<file path="config.mk">
export PLATFORM = sky130hd
export DESIGN_NAME = interrupt_controller
export DESIGN_NICKNAME = d
export VERILOG_FILES = /design/src/rtl/interrupt_controller.sv
export SDC_FILE = /design/constraint.sdc
export NUM_CORES = 1
export LEC_CHECK = 0
export ABC_AREA = 1
export CORE_MARGIN = 2
export CORE_UTILIZATION = 28
export CTS_CLUSTER_DIAMETER = 80
export DETAILED_ROUTE_END_ITERATION = 16
export GPL_TIMING_DRIVEN = 1
export HOLD_SLACK_MARGIN = 0.08
export PLACE_DENSITY = 0.49
export SKIP_LAST_GASP = 1
export SYNTH_ARGS = -nofsm -noshare
export SYNTH_HDL_FRONTEND = slang
export SYNTH_SLANG_ARGS = --single-unit
</file>
<file path="constraint.sdc">
create_clock -name clk -period 1.35 [get_ports clk]
set_input_delay 0.135 -clock clk [delete_from_list [all_inputs] [get_ports clk]]
set_output_delay 0.135 -clock clk [all_outputs]
set_load 0.01 [all_outputs]
</file>
<file path="src/rtl/interrupt_controller.sv">
// interrupt_controller: prioritised 8-line interrupt controller with nesting, masking and EOI
// Ports: clk, arst (async active-low); irq[7:0] async edge requests, irq[0] highest;
//        int_enable gates int_pending; z_bus + mask_wr/pend_clr_wr write mask / clear pending;
//        int_ack latches int_vector/int_spurious and moves winner to in_service; eoi retires
//        the highest-priority in-service level; int_mask, pending_bits, in_service are state views.
module interrupt_controller #(
    parameter int         SYNC_STAGES = 2,
    parameter logic [7:0] VEC_BASE    = 8'h20
) (
    input  logic       clk,
    input  logic       arst,
    input  logic [7:0] irq,
    input  logic       int_enable,
    input  logic [7:0] z_bus,
    input  logic       mask_wr,
    input  logic       pend_clr_wr,
    input  logic       int_ack,
    input  logic       eoi,
    output logic       int_pending,
    output logic [7:0] int_vector,
    output logic       int_spurious,
    output logic [7:0] int_mask,
    output logic [7:0] pending_bits,
    output logic [7:0] in_service
);
    logic [SYNC_STAGES-1:0][7:0] r_sync;
    logic [7:0] r_prev, r_mask, r_pend, r_isr, r_vec;
    logic       r_spur;
    logic [7:0] w_rise, w_isr_low, w_thresh, w_elig, w_win, w_pend_nxt, w_isr_nxt;
    logic [2:0] w_idx;
    logic       w_any;
    assign w_rise    = r_sync[SYNC_STAGES-1] & ~r_prev;
    // lowest set in-service bit; everything below it is the allowed threshold window
    assign w_isr_low = r_isr & (~r_isr + 8'd1);
    assign w_thresh  = (r_isr == 8'h00) ? 8'hFF : w_isr_low - 8'd1;
    assign w_elig    = r_pend & r_mask & w_thresh;
    assign w_win     = w_elig & (~w_elig + 8'd1);
    assign w_any     = |w_elig;
    always_comb begin
        w_idx = 3'd7;
        for (int i = 7; i >= 0; i--)
            if (w_elig[i]) w_idx = i[2:0];
    end
    // new edges win over both the software clear and the ack clear
    assign w_pend_nxt = (r_pend & ~(pend_clr_wr ? z_bus : 8'h00) & ~(int_ack ? w_win : 8'h00)) | w_rise;
    // ack set wins over eoi clear when both target the same level
    assign w_isr_nxt  = (r_isr & ~(eoi ? w_isr_low : 8'h00)) | (int_ack ? w_win : 8'h00);
    always_ff @(posedge clk or negedge arst) begin
        if (!arst) begin
            r_sync <= '0;
            r_prev <= 8'h00;
            r_mask <= 8'h00;
            r_pend <= 8'h00;
            r_isr  <= 8'h00;
            r_vec  <= VEC_BASE;
            r_spur <= 1'b0;
        end else begin
            r_sync <= {r_sync[SYNC_STAGES-2:0], irq};
            r_prev <= r_sync[SYNC_STAGES-1];
            r_pend <= w_pend_nxt;
            r_isr  <= w_isr_nxt;
            if (mask_wr) r_mask <= z_bus;
            if (int_ack) begin
                r_vec  <= {VEC_BASE[7:3], w_idx};
                r_spur <= ~w_any;
            end
        end
    end
    assign int_pending  = int_enable & w_any;
    assign int_vector   = r_vec;
    assign int_spurious = r_spur;
    assign int_mask     = r_mask;
    assign pending_bits = r_pend;
    assign in_service   = r_isr;
endmodule
</file>
==> impl_metrics.json <==
{
  "numCtsBuffers": 5,
  "r2r_cells": 9,
  "criticalPathCategory": "flop to output port",
  "grt_usage_pct": 13.14,
  "ys_ff_latch": 52,
  "leakagePower_uw": 0.001679,
  "final-setup-viol-count": 12,
  "cp_top_family": "simple AND/OR/NAND/NOR gates",
  "cp.required_ps": 1220,
  "port_buffers": 51,
  "peakVddDrop_mv": 0.5438,
  "setup_ws_ps": -343.6,
  "stdcell_count": 413,
  "crit_path_max_fanout": 5,
  "vias": 1696,
  "globalplace.congestion": 0.7877,
  "grt_pass1_wl_um": 8342,
  "min_period_ps": 1694,
  "ant_nets": 0,
  "skew_ps": 6.130,
  "syn_area_per_cell_um2": 10.32,
  "start_kind": "flop",
  "netlist_area_um2": 2064,
  "fp-row-count": 31,
  "cts_tree": "built",
  "antenna_cells": 0,
  "initial_core_util_pct": 28.62,
  "clock-root-buffer": "clkbuf_8",
  "crit_chain": "nor2_4 -> nand3_2 -> nand2_2 -> inv_2 -> nand2_1 -> nor2_2 -> a21boi_1 -> buf_2",
  "num_io_pins": 57,
  "drive_gt1_share_pct": 34.71,
  "grt_util_met3_pct": 2.850,
  "outcome": "finished, violations left",
  "clk_pin_slew_ps": 100,
  "power_uw": 4801,
  "wl_per_cell_um": 11.93,
  "wl_um": 4928,
  "hp-class": "input pin to flop",
  "clk_latency_ps": 320,
  "grt-ovfl-total": 0,
  "antenna_found_initial": 0,
  "grt_use_met1_pct": 17.58,
  "timing.rr.start": "in_service[1]",
  "crit_buf_inv": 2,
  "die_h_um": 89.87,
  "nets": 336,
  "use_met2_pct": 21.02,
  "cp_data_arrival_time_ps": 1560,
  "crit_start": "in_service[1]",
  "drc_errors": 0,
  "finalHoldViolCount": 0,
  "cts.sinks": 52,
  "yosysWarnings": 0,
  "final.setup.tns_ps": -1150,
  "grt_max_degree": 53,
  "p_per_area_nw_per_um2": 1463,
  "h-tree-depth": 2,
  "fin_crit_sh_pct": 125.5,
  "slowest_stage": "dfrtp_1",
  "viasPerCell": 4.107,
  "hpwl_um": 3535,
  "rr_endpoint": "pending_bits[7]",
  "fmax_mhz": 590.5,
  "end_kind": "output port",
  "r2r_slack_ps": -130,
  "syn_to_final_growth_pct": 58.97,
  "worst-path-stages": 8,
  "clock_path_buffers": 2,
  "drt_first_pass_iters": 4,
  "synth_cells": 200,
  "ys_types": 25,
  "crit_end": "int_pending",
  "maxCapViolCount": 0,
  "core_um2": 7214,
  "violations": "setup timing",
  "dp.cells": 395,
  "final_max_slew_viol_count": 0,
  "die-area_um2": 8076,
  "grt_pass1_vias": 1737,
  "first_iter_violations": 51,
  "die_w_um": 89.87,
  "seq_area_frac_synth_pct": 63.03,
  "cpPeakStageDelay_ps": 430,
  "busiest_layer": "met2",
  "rsz0062_at_grt": "true"
}
==> worst min path at each step <==
stage           start       endpoint  slack, ps  depth (start not counted)
3_3_place_gp     arst      r_sync[6]        150                          2
4_1_cts        irq[3]      r_sync[3]        230                          1
6_report       irq[7]      r_sync[7]        240                          1
5_1_grt        irq[2]      r_sync[2]        230                          1
3_5_place_dp     arst      r_sync[6]        150                          2
2_1_floorplan    arst  in_service[0]       -160                          0
==> worst register-to-register path: cells and delay by family (launching register included) <==
kind	cells	cell delay, ps
DFF	1	430
and+or+nand+nor	8	800
buffers and inverters	1	150
==> repair_timing <==
action | in CTS | in global routing
setup endpoints to repair | 40 | 20
gates resized for setup | 51 | 20
hold endpoints to repair | 52 | 0
cloned | 0 | 0
pin swaps | 11 | 5
setup buffers | 6 | 4
hold buffers | 1 | 0
==> logic make-up after synthesis <==
| kind of cell | synth area share (%) |
|---|---|
| other cells | 0.3638 |
| compound gates | 6.061 |
| simple gates | 19.45 |
| mux | 4.364 |
| buf+inv | 6.728 |
| flops | 63.03 |
==> synth_stat cells <==
library cell	n	area, um^2
dfrtp_1	52	1301
nand2_1	51	191.4
inv_1	24	90.09
nor2_1	12	45.04
o21ai_0	11	55.05
nand3_1	10	50.05
mux2_2	8	90.09
buf_4	5	37.54
a21boi_0	3	22.52
nand2_2	3	18.77
conb_1	2	7.510
inv_2	2	7.510
nand3_4	2	35.03
nor2_2	2	12.51
nor2_4	2	22.52
o22ai_1	2	12.51
a21boi_1	1	7.510
a21oi_1	1	5.000
clkbuf_1	1	3.750
nand3_2	1	10.01
nand4_1	1	6.260
nor3_2	1	10.01
o211ai_1	1	7.510
o21bai_1	1	7.510
o31ai_1	1	7.510
==> layout by cell type (no fill, tap or decap), types with 2 or more instances in the layout <==
cell type,synthesis,final
a21boi_0,3,3
buf_12,0,2
buf_2,0,2
buf_4,5,48
buf_6,0,7
clkbuf_8,0,5
clkdlybuf4s15_1,0,2
clkdlybuf4s50_1,0,21
conb_1,2,5
dfrtp_1,52,50
dfrtp_2,0,2
dlygate4sd2_1,0,25
inv_1,24,23
inv_2,2,3
mux2_2,8,8
nand2_1,51,44
nand2_2,3,10
nand3_1,10,5
nand3_2,1,6
nand3_4,2,2
nor2_1,12,7
nor2_2,2,4
nor2_4,2,5
o21ai_0,11,7
o21ai_1,0,4
o22ai_1,2,2
==> layout make-up <==
type	count	area [um^2]
Timing Repair Buffer	109	953.4
Inverter	26	97.59
Sequential cell	52	1304
Tap cell	99	123.9
Clock buffer	5	68.82
Clock inverter	3	22.52
Multi-Input combinational cell	119	711.9
Fill cell	731	3933
==> layer usage <==
layer | up-vias | routed length, um
li1 | 849 | -
met1 | 794 | 2333
met2 | 47 | 2302
met3 | 6 | 231
met4 | 0 | 61
met5 | - | 0
==> report_power, final <==
group / switching (uW) / total, uW / internal, uW / leakage, uW
clock: 558 / 931 / 373 / 0.0000485
sequential: 154 / 1940 / 1780 / 0.000618
combinational: 928 / 1940 / 1010 / 0.00101
==> metrics by stage <==
| step | util (%) | setup WS (ps) | instance area [um^2] | hold WS (ps) |
|---|---|---|---|---|
| 2_1_floorplan | - | 11.95 | 2076 | -160.6 |
| 3_3_place_gp | 42.27 | -399.4 | 3049 | 148.3 |
| 3_5_place_dp | 42.27 | -432.3 | 3049 | 148.1 |
| 4_1_cts | 44.48 | -381.1 | 3209 | 234.7 |
| 5_1_grt | 45.49 | -441.3 | 3282 | 230.1 |
| 6_report | 45.49 | -343.6 | 3282 | 241.5 |
==> state kept, by name, indices dropped and copies added, names as in the netlist <==
signal        flops
r_sync           16
in_service        8
int_mask          8
pending_bits      8
r_prev            8
int_vector        3
int_spurious      1
No activity file was read; power rests on OpenSTA's default activity.
